--- src/rtl/sr_ff_driver.sv ---
`default_nettype none
// ============================================================================
// Module   : sr_ff_driver
// Purpose  : Command-side controller for an sr_ff storage element. Accepts a
//            target value over valid/ready, drives a set or clear pulse of
//            PULSE_CYCLES cycles (never s and r together), then waits for the
//            q/qbar feedback to match. Reports a one-cycle done pulse, or a
//            sticky error (timeout or illegal q==qbar feedback).
// Revision : 1.0 - initial release
// ----------------------------------------------------------------------------
// Ports
//   clk       in   system clock, rising edge
//   reset     in   synchronous active-high reset
//   req_valid in   request present
//   req_val   in   target value (1 = set, 0 = clear)
//   req_ready out  high only in IDLE
//   s, r      out  set / reset drive to sr_ff
//   q_fb      in   q from sr_ff
//   qbar_fb   in   qbar from sr_ff
//   done      out  one-cycle completion pulse
//   err       out  sticky error flag (held while in ERR)
//   err_code  out  00 none, 01 timeout, 10 illegal feedback
//   err_clr   in   leaves ERR and clears the error (ignored elsewhere)
// ============================================================================
module sr_ff_driver #(
  parameter int PULSE_CYCLES  = 1,
  parameter int TIMEOUT       = 4,
  parameter int SKIP_IF_EQUAL = 1
) (
  input  logic       clk,
  input  logic       reset,
  input  logic       req_valid,
  input  logic       req_val,
  output logic       req_ready,
  output logic       s,
  output logic       r,
  input  logic       q_fb,
  input  logic       qbar_fb,
  output logic       done,
  output logic       err,
  output logic [1:0] err_code,
  input  logic       err_clr
);

  localparam int CNT_MAX = (PULSE_CYCLES > TIMEOUT) ? PULSE_CYCLES : TIMEOUT;
  localparam int CNT_W   = $clog2(CNT_MAX) + 1;

  // Terminal counts: the counter starts at 0 on state entry, so the last
  // cycle of a state is the one where it equals N-1.
  localparam logic [CNT_W-1:0] C_PULSE_LAST = CNT_W'(PULSE_CYCLES - 1);
  localparam logic [CNT_W-1:0] C_WAIT_LAST  = CNT_W'(TIMEOUT - 1);

  localparam logic [1:0] C_ERR_NONE    = 2'b00;
  localparam logic [1:0] C_ERR_TIMEOUT = 2'b01;
  localparam logic [1:0] C_ERR_ILLEGAL = 2'b10;

  typedef enum logic [2:0] {
    ST_IDLE    = 3'd0,
    ST_DRIVE   = 3'd1,
    ST_WAIT_FB = 3'd2,
    ST_DONE    = 3'd3,
    ST_ERR     = 3'd4
  } state_t;

  state_t           state_q, state_d;
  logic             target_q, target_d;
  logic [CNT_W-1:0] cnt_q, cnt_d;
  logic [1:0]       err_code_q, err_code_d;

  // --------------------------------------------------------------------------
  // State register
  // --------------------------------------------------------------------------
  always_ff @(posedge clk) begin
    if (reset) begin
      state_q    <= ST_IDLE;
      target_q   <= 1'b0;
      cnt_q      <= '0;
      err_code_q <= C_ERR_NONE;
    end else begin
      state_q    <= state_d;
      target_q   <= target_d;
      cnt_q      <= cnt_d;
      err_code_q <= err_code_d;
    end
  end

  // --------------------------------------------------------------------------
  // Next-state logic
  // --------------------------------------------------------------------------
  always_comb begin
    state_d    = state_q;
    target_d   = target_q;
    cnt_d      = cnt_q;
    err_code_d = err_code_q;

    case (state_q)
      ST_IDLE: begin
        if (req_valid) begin
          target_d = req_val;
          cnt_d    = '0;
          // Only skip when the feedback is itself legal; an illegal pair
          // must not be mistaken for "already at target".
          if ((SKIP_IF_EQUAL != 0) && (q_fb == req_val) && (q_fb != qbar_fb)) begin
            state_d = ST_DONE;
          end else begin
            state_d = ST_DRIVE;
          end
        end
      end

      ST_DRIVE: begin
        if (cnt_q == C_PULSE_LAST) begin
          state_d = ST_WAIT_FB;
          cnt_d   = '0;
        end else begin
          cnt_d = cnt_q + CNT_W'(1);
        end
      end

      ST_WAIT_FB: begin
        // Illegal feedback outranks a match, which outranks the timeout.
        if (q_fb == qbar_fb) begin
          state_d    = ST_ERR;
          err_code_d = C_ERR_ILLEGAL;
          cnt_d      = '0;
        end else if (q_fb == target_q) begin
          state_d = ST_DONE;
          cnt_d   = '0;
        end else if (cnt_q == C_WAIT_LAST) begin
          state_d    = ST_ERR;
          err_code_d = C_ERR_TIMEOUT;
          cnt_d      = '0;
        end else begin
          cnt_d = cnt_q + CNT_W'(1);
        end
      end

      ST_DONE: begin
        state_d = ST_IDLE;
        cnt_d   = '0;
      end

      ST_ERR: begin
        if (err_clr) begin
          state_d    = ST_IDLE;
          err_code_d = C_ERR_NONE;
          cnt_d      = '0;
        end
      end

      default: begin
        state_d    = ST_IDLE;
        cnt_d      = '0;
        err_code_d = C_ERR_NONE;
      end
    endcase
  end

  // --------------------------------------------------------------------------
  // Outputs: decoded from registers only. s and r are mutually exclusive
  // because both require DRIVE and they take opposite polarities of target.
  // --------------------------------------------------------------------------
  assign req_ready = (state_q == ST_IDLE);
  assign s         = (state_q == ST_DRIVE) &  target_q;
  assign r         = (state_q == ST_DRIVE) & ~target_q;
  assign done      = (state_q == ST_DONE);
  assign err       = (state_q == ST_ERR);
  assign err_code  = err_code_q;

endmodule
`default_nettype wire

--- config.mk ---
export PLATFORM = sky130hd
export DESIGN_NAME = sr_ff_driver
export DESIGN_NICKNAME = d
export VERILOG_FILES = /design/src/rtl/sr_ff_driver.sv
export SDC_FILE = /design/constraint.sdc
export NUM_CORES = 1
export LEC_CHECK = 0
export CAP_MARGIN = 25
export CORE_UTILIZATION = 43
export CTS_CLUSTER_DIAMETER = 50
export DETAILED_ROUTE_END_ITERATION = 12
export PLACE_DENSITY = 0.7
export SYNTH_ARGS = -nofsm -noshare
export SYNTH_HDL_FRONTEND = slang
export SYNTH_SLANG_ARGS = --single-unit
--- constraint.sdc ---
create_clock -name clk -period 1.55 [get_ports clk]
set_input_delay 0.31 -clock clk [delete_from_list [all_inputs] [get_ports clk]]
set_output_delay 0.31 -clock clk [all_outputs]
set_load 0.01 [all_outputs]
# Word-level counts from Yosys, hierarchy flattened

Cells that the tools add are included.

Flip-flop bits (word level): 9
Output and inout port bits: 7

Add/sub/neg operators: 1
Equal/unequal tests: 15
Muxes and demuxes: 19
Bitwise logic cells: 4
Reduce and logical (&&, ||, !) cells: 8

Operators with widths:

| cell                                                                   | count |
|---|---|
| 3-bit 2-to-1 mux                                                       | 11 |
| 3-bit one-hot mux with 4 select lines                                  | 2 |
| 2-bit 2-to-1 mux                                                       | 5 |
| 3-bit by 2-bit equality test with 1-bit output (second input constant) | 3 |
| 4-bit AND reduction                                                    | 2 |
| 3-bit logical NOT                                                      | 2 |
| 3-bit != test (second input constant)                                  | 2 |
| 2-bit one-hot mux with 3 select lines                                  | 1 |
| 2-bit != test (second input constant)                                  | 2 |
| 4-bit != test (second input constant)                                  | 1 |
| 2-bit AND reduction                                                    | 2 |
| 3-bit by 1-bit adder with 3-bit output (second input constant)         | 1 |
| 1-bit equality test                                                    | 3 |
| 3-bit by 1-bit equality test with 1-bit output (second input constant) | 1 |
| 3-bit equality test (second input constant)                            | 1 |
| 3-bit OR reduction                                                     | 1 |
| 1-bit AND                                                              | 2 |
| 2-bit by 1-bit != test with 1-bit output (second input constant)       | 1 |
| 1-bit NOT                                                              | 2 |
| 1-bit logical AND                                                      | 1 |
| 1-bit != test                                                          | 1 |

# Longest topological paths before layout

Gate-level depths: netlist (run 1).

Depth in word-level cells: 5
Mapped depth: 7
Depth with buffers taken out: 7

# Worst setup path before layout (run 1)

Ideal clock, no wire load.

Path type: flip-flop to flip-flop
Start point: register state_q[1]
End point: register state_q[2]
Setup time: 0.115 ns
Arrival time: 1.560 ns
Required time: 1.435 ns
Path slack: -0.125 ns
Stages on the path, launching flop included: 6
Period minus slack after synthesis: 1.675 ns
Cell sequence: dfxtp_1 or3b_4 or2_4 o31ai_4 nor4_1 o21ba_1

Cells in the longest elaborated chain, start to end: 3
Elaborated cells on any way between the ends: 10

RTL lines:

| element                                                                | line | source |
|---|---|---|
| start, declared                                                        | 65   | `state_t state_q, state_d;` |
| start signal, assigned                                                 | 80   | `state_q <= state_d;` |
| 3-bit by 2-bit equality test with 1-bit output (tied with other cells) | 96   | `case (state_q)` |
| 4-bit != test (no source line) (tied with other cells)                 | -    |  |
| 4-bit AND reduction (no source line)                                   | -    |  |

Several ways; a longest one is shown, not always the timed one.
A chain may end at the register's enable or synchronous reset.

# Final worst setup path (run 1)

Start point: register state_q[2]
End point: register state_q[2]

Same word-level chain as after synthesis.

==> results of run 1 <==
kinds of logic after synthesis:
| kind of cell | after synthesis |
|---|---|
| compound gates | 17 |
| xor+xnor | 3 |
| fa+ha+maj | 4 |
| buf+inv | 10 |
| flops | 9 |
| mux | 1 |
| simple gates | 31 |
layer usage:
metal,routed length [microns],track usage,share of wire
met5,0,0,0
met4,29,0.108,0.017
met3,90,0.0167,0.054
met2,811,0.405,0.49
met1,737,0.281,0.44
power by group:
group	leakage [nW]	total [mW]	switching [mW]	internal, mW
clock	0.0150	0.187	0.0878	0.0996
combinational	0.335	0.504	0.242	0.262
sequential	0.0741	0.283	0.0204	0.263
stage by stage:
step | setup TNS [ns] | area, sq um | cells | total power [mW]
after detailed placement | -2.50 | 873 | 115 | 0.740
final | -0.459 | 971 | 122 | 0.974
after global routing | -0.806 | 971 | 122 | 1.03
after CTS | -0.237 | 958 | 122 | 0.947
after global placement | -2.22 | 873 | 115 | 0.731
after floorplan | -0.114 | 639 | 75 | 0.541
flip-flops by register name, indices dropped and copies added (netlist names):
| name | count |
|---|---|
| err_code | 2 |
| target_q | 1 |
| state_q | 3 |
| cnt_q | 3 |
final timing paths:
| kind | endpoint | slack (ns) | cells past startpoint |
|---|---|---|---|
| max | state_q[2] | -0.12 | 6 |
| max reg2reg | state_q[2] | -0.12 | 6 |
| min reg2reg | err_code[1] | 0.50 | 2 |
| min | err_code[1] | 0.50 | 2 |
critical path, delay by kind of cell, from the launching register on:
kind            cells  cell delay (ns)
simple gates        3             0.70
buf+inv             1             0.17
flops               1             0.32
compound gates      2             0.36
what timing repair did:
item	in CTS	in global routing
buffers inserted	3	0
resized for setup	20	10
pin swaps	2	0
setup endpoints to repair	12	12
area by class of cell:
type                    instances  area (sq um)  share of cell area
well taps                      15          18.8              0.0193
flip-flops and latches          9           183               0.188
repair buffers                 31           249               0.256
inverters                       7          26.3              0.0271
clock buffers                   4          26.3              0.0271
multi-input cells              56           468               0.482
Yosys cell counts (2+ instances only):
master,n,area (sq um)
inv_1,7,26.3
nor2b_1,3,18.8
dfxtp_1,9,180
buf_6,2,22.5
nor3b_1,2,15.0
nand2b_1,2,12.5
a21oi_1,2,10.0
nor2_1,11,41.3
nand2_1,3,11.3
xnor2_1,2,17.5
ha_1,4,50.1
a22oi_1,3,22.5
nor3_1,2,10.0
o21ai_0,3,15.0
==> metrics.md, run 1 <==
| Metric | Value |
|---|---|
| Max-slew headroom | 0.765 |
| Warnings, synthesis | 0 |
| Hold buffers post-CTS | 0 |
| EDFF count, synth | 0 |
| Die Y | 40.5 microns |
| Number of buffers created by CTS | 3 |
| Fin crit share | 1.08 |
| Global Route Usage Sum | 0.231 |
| Port Buffers | 13 |
| Critical path's slowest cell | or3b_4 |
| First-pass iteration count of the detailed router | 4 |
| Core footprint | 0.00133 sq mm |
| Largest net degree at the start of global routing | 12 |
| Worst vdd ir | 0.532 mV |
| Antenna diode count | 0 |
| Clock tree sinks | 9 |
| Worst Path Arrival | 1.83 ns |
| Post-layout util | 0.728 |
| Rows | 13 |
| Failing checks | negative setup slack |
| Setup-failing EPs final | 5 |
| Setup Crit Path Kind | flop to flop |
| First-pass GRT wire length | 2530 microns |
| Critical path peak fanout | 3 |
| CP cell instances | or3b_4 > or2_4 > o31ai_4 > buf_4 > nor4_2 > o21ba_1 |
| Area Overhead vs Synth | 52.5% |
| Most frequent cells in the layout | buf_4, nor2_1, inv_1, dfxtp_1, clkdlybuf4s50_1 |
| Mux contribution to synthesized area | 0.0157 |
| Clock Latency Late Sink | 0.27 ns |
| Layout Nets | 119 |
| H-tree levels | 1 |
| Syn Area/Cell | 8.49 sq um |
| Initial DRC count | 22 |
| Status | complete, but fails checks |
| Clock Path Buffers | 2 |
| Final ANT Viol Nets | 0 |
| CTS tree | built |
| WHS | 0.500 ns |
| Synth Area in Adders | 0.0786 |
| Worst Setup SP | state_q[2] |
| Total gr overflow | 0 |
| Die width | 40.5 microns |
| Reg clk slew, reported paths | 0.06 ns |
| Post-synthesis cell count | 75 |
| Gpl congestion | 0.897 |
| DP HPWL | 1110 microns |
| Unrepaired setup endpoints after global routing | true |
| Num ports | 14 |
| Synth Register Bits | 9 |
| WP data required | 1.71 ns |
| Layout cells sized above 1 | 0.402 |
| Complex-gate fraction of the synthesized area | 0.234 |
| Fmax | 599 MHz |
| Worst-Margin Slew | 0.348 ns |
| Commonest non-fill, non-tap cell in the layout | buf_4 |
| Syn Nets | 86 |
| Hold WC Path Type | flop to flop |
| RR Startpoint | state_q[2] |
| Final count of hold timing violations | 0 |
| Xor and xnor fraction of the mapped netlist area | 0.0413 |
| Setup WS pre-CTS | -0.399 ns |
| Initial core utilization | 0.477 |
| Drt via density | 5.39 |
| Routed WL | 1670 microns |
| FFs w/ async S/R, synth | 0 |
| Cell variety after synth | 34 |
| Number of fill cells | 100 |
| Hold_sp | err_code[1] |
| Synthesized area | 637 sq um |
| Slew Viols, Final | 0 |
| Main combinational cell family by area after synthesis | simple AND/OR/NAND/NOR gates |
| Endpoint type of the worst setup path | flop |
| Sequential cell area fraction in the yosys report | 0.283 |
| Tmin final | 1.67 ns |
| Worst path max stage delay | 0.40 ns |
| Worst setup SP type | flop |
| Final WS setup | -0.119 ns |
| Leak Pwr | 0.424 nW |
| Vias in the first global route | 569 |
| DRC | 0 |
| Predominant post-synthesis flop cell | dfxtp_1 |
| Cell Pwr Density | 1000 mW/mm^2 |
| Total die area | 0.00164 sq mm |
| Vias | 657 |
| CTS root buffer | clkbuf_4 |
| Max_cap viols | 0 |
| WL/cell | 13.7 microns |
| Initial antenna violation count | 0 |
| Simple-Gate Fraction of Synth Area | 0.263 |
| Worst Skew | 0.00388 ns |
(Power assumes the default switching activity.)
==> inputs of run 2 (changes only) <==
--- a/config.mk
+++ b/config.mk
@@ -5,11 +5,12 @@
 export SDC_FILE = /design/constraint.sdc
 export NUM_CORES = 1
 export LEC_CHECK = 0
+export ABC_AREA = 1
 export CAP_MARGIN = 25
-export CORE_UTILIZATION = 43
+export CORE_UTILIZATION = 44
 export CTS_CLUSTER_DIAMETER = 50
 export DETAILED_ROUTE_END_ITERATION = 12
-export PLACE_DENSITY = 0.7
+export PLACE_DENSITY = 0.71
 export SYNTH_ARGS = -nofsm -noshare
 export SYNTH_HDL_FRONTEND = slang
 export SYNTH_SLANG_ARGS = --single-unit
==> run 2 against run 1 <==
  * The flow now finishes without violations
  * Die area up 3.5%
  * Core utilization down 7.0 points
  * Synthesized area up 6.1%
  * Combinational power up 63%
==> metrics.md, run 2 <==
| Metric | Value |
|---|---|
| Count leader, synth | nand2_1 |
| Endpoint type of the worst setup path | output port |
| Max-slew headroom | 0.823 |
| Cell variety after synth | 21 |
| Cell Pwr Density | 1530 mW/mm^2 |
| H-tree levels | 1 |
| Area Overhead vs Synth | 33.0% |
| WP data required | 1.24 ns |
| Postcts setup bufs | 0 |
| Multi-input gate area | 420 sq um |
| Layout Nets | 140 |
| Die width | 41.2 microns |
| Layout cells sized above 1 | 0.250 |
| First-pass iteration count of the detailed router | 4 |
| Num ports | 14 |
| Tmin final | 1.49 ns |
| Post-synthesis cell count | 104 |
| Worst path max stage delay | 0.32 ns |
| Hold WC Path Type | flop to flop |
| Gpl congestion | 0.791 |
| CTS tree | built |
| Synth top area cells | dfxtp_1, nand2_1, inv_1 |
| Initial core utilization | 0.495 |
| EDFF count, synth | 0 |
| WHS | 0.447 ns |
| Fin crit share | 0.962 |
| Most used routing layer | met2 |
| Initial DRC count | 14 |
| Critical path's slowest cell | dfxtp_1 |
| DRC | 0 |
| Reg clk slew, reported paths | 0.07 ns |
| Most frequent cells in the layout | nand2_1, inv_1, nor2_1, dfxtp_1, clkdlybuf4s50_1 |
| First-pass GRT wire length | 2480 microns |
| Worst vdd ir | 0.922 mV |
| Largest area contributor in the synthesized netlist | dfxtp_1 |
| Vias in the first global route | 589 |
| Synth Area in Adders | 0.0741 |
| Final ANT Viol Nets | 0 |
| Rows | 13 |
| M1 GR Usage | 0.277 |
| Syn Area/Cell | 6.50 sq um |
| Vias | 697 |
| WL/cell | 10.9 microns |
| Hold buffers post-CTS | 0 |
| Mux contribution to synthesized area | 0 |
| FFs w/ async S/R, synth | 0 |
| Worst Path Arrival | 1.18 ns |
| Main combinational cell family by area after synthesis | simple AND/OR/NAND/NOR gates |
| Final count of hold timing violations | 0 |
| Top cell type's share of synthesized area | 0.267 |
| PnR Total Power | 1.37 mW |
| Syn Nets | 115 |
| Port Buffers | 13 |
| M3 GR Usage | 0.0652 |
| Drt via density | 4.87 |
| Setup Crit Path Kind | flop to output port |
| Clock Path Buffers | 2 |
| Total gr overflow | 0 |
| Total die area | 0.00170 sq mm |
| Number of fill cells | 135 |
| Warnings, synthesis | 0 |
| Worst Skew | 0.00824 ns |
| Clock Latency Late Sink | 0.27 ns |
| Largest net degree at the start of global routing | 9 |
| Antenna diode count | 0 |
| Reg area | 181 sq um |
| Synthesized area | 676 sq um |
| Slew Viols, Final | 0 |
| Synth Register Bits | 9 |
| Worst path top cell family by delay | buffers and inverters |
| Xor and xnor fraction of the mapped netlist area | 0.0130 |
| Clock tree sinks | 9 |
| Crit path buf inv count | 2 |
| Routed WL | 1550 microns |
| Global Route Usage Sum | 0.234 |
| Complex-gate fraction of the synthesized area | 0.0722 |
| Initial antenna violation count | 0 |
| Fmax | 671 MHz |
| Worst-Margin Slew | 0.266 ns |
| Most frequent cells after synthesis | nand2_1, inv_1, dfxtp_1 |
| Critical path peak fanout | 4 |
| CTS root buffer | clkbuf_4 |
| Die Y | 41.2 microns |
| Number of buffers created by CTS | 3 |
| DP HPWL | 1210 microns |
| Simple-Gate Fraction of Synth Area | 0.456 |
| Core footprint | 0.00137 sq mm |
| Setup-failing EPs final | 0 |
| Unrepaired setup endpoints after global routing | true |
| Max_cap viols | 0 |
| CP cell instances | inv_1 > nand3_2 > nor2_1 > clkdlybuf4s15_1 |
| Predominant post-synthesis flop cell | dfxtp_1 |
| Met2 usage | 0.379 |
| Sequential cell area fraction in the yosys report | 0.267 |
| Status | finished, final reports clean |
| Worst setup SP type | flop |
| Commonest non-fill, non-tap cell in the layout | nand2_1 |
| Leak Pwr | 0.463 nW |
run 2: changes by cell type after synthesis, sizes merged, moves of 2 or more:
cell,change
a211oi,-2
a21oi,+2
a22oi,-3
buf,-2
inv,+13
nand2,+29
nand2b,-2
nand3,+11
nor2b,-3
nor3b,-2
o211ai,+2
or3b,-2
run 2: per-stage QoR:
| step | util | area, sq um | cells | setup TNS [ns] | setup WS [ns] |
|---|---|---|---|---|---|
| finish | 0.658 | 898 | 143 | 0 | 0.0592 |
| global route | 0.658 | 898 | 143 | -0.00264 | -0.00264 |
| CTS | 0.658 | 898 | 143 | 0 | 0.0132 |
| detailed placement | 0.642 | 877 | 139 | -0.432 | -0.103 |
| global placement | 0.642 | 877 | 139 | -0.282 | -0.0718 |
| floorplan | - | 676 | 104 | 0 | 0.328 |
run 2: path summary, 6_finish.rpt:
kind | startpoint | endpoint | slack [ns] | cells after the start
worst max register to register | cnt_q[0] | state_q[0] | 0.19 | 8
worst min register to register | err_code[0] | err_code[0] | 0.45 | 2
worst min-delay path | err_code[0] | err_code[0] | 0.45 | 2
worst max-delay path | state_q[1] | s | 0.06 | 4
run 2: area by class of cell:
class                   instances  share of cell area
clock buffers                   4              0.0292
inverters                      21              0.0891
multi-input cells              74               0.468
flip-flops and latches          9               0.202
well taps                      15              0.0209
repair buffers                 20               0.191
run 2: power by group:
group	switching [mW]	internal [mW]	leakage, nW
Sequential	0.0605	0.294	0.0739
Clock	0.0960	0.0997	0.0150
Combinational	0.470	0.353	0.374
run 2: layer usage:
metal  part of all wire  up-vias
met1               0.49      305
met2               0.45       17
met3              0.035        5
met4              0.020        0
met5                  0        -
li1                   -      370
run 2: what timing repair did:
action,4_1_cts,5_1_grt
setup endpoints to repair,5,4
gates cloned,0,0
gates resized for setup,6,7
run 2: worst register-to-register path, delay by kind of cell, from the launching register on:
kind / cells / cell delay, ns
and+or+nand+nor: 6 / 0.51
adders and majority gates: 2 / 0.42
DFF: 1 / 0.32
run 2: cell families (layout without fill, tap and decap cells):
kind of cell,after synthesis,in the layout
simple gates,61,61
flops,9,9
xor+xnor,1,1
fa+ha+maj,4,4
compound gates,8,8
buf+inv,21,45
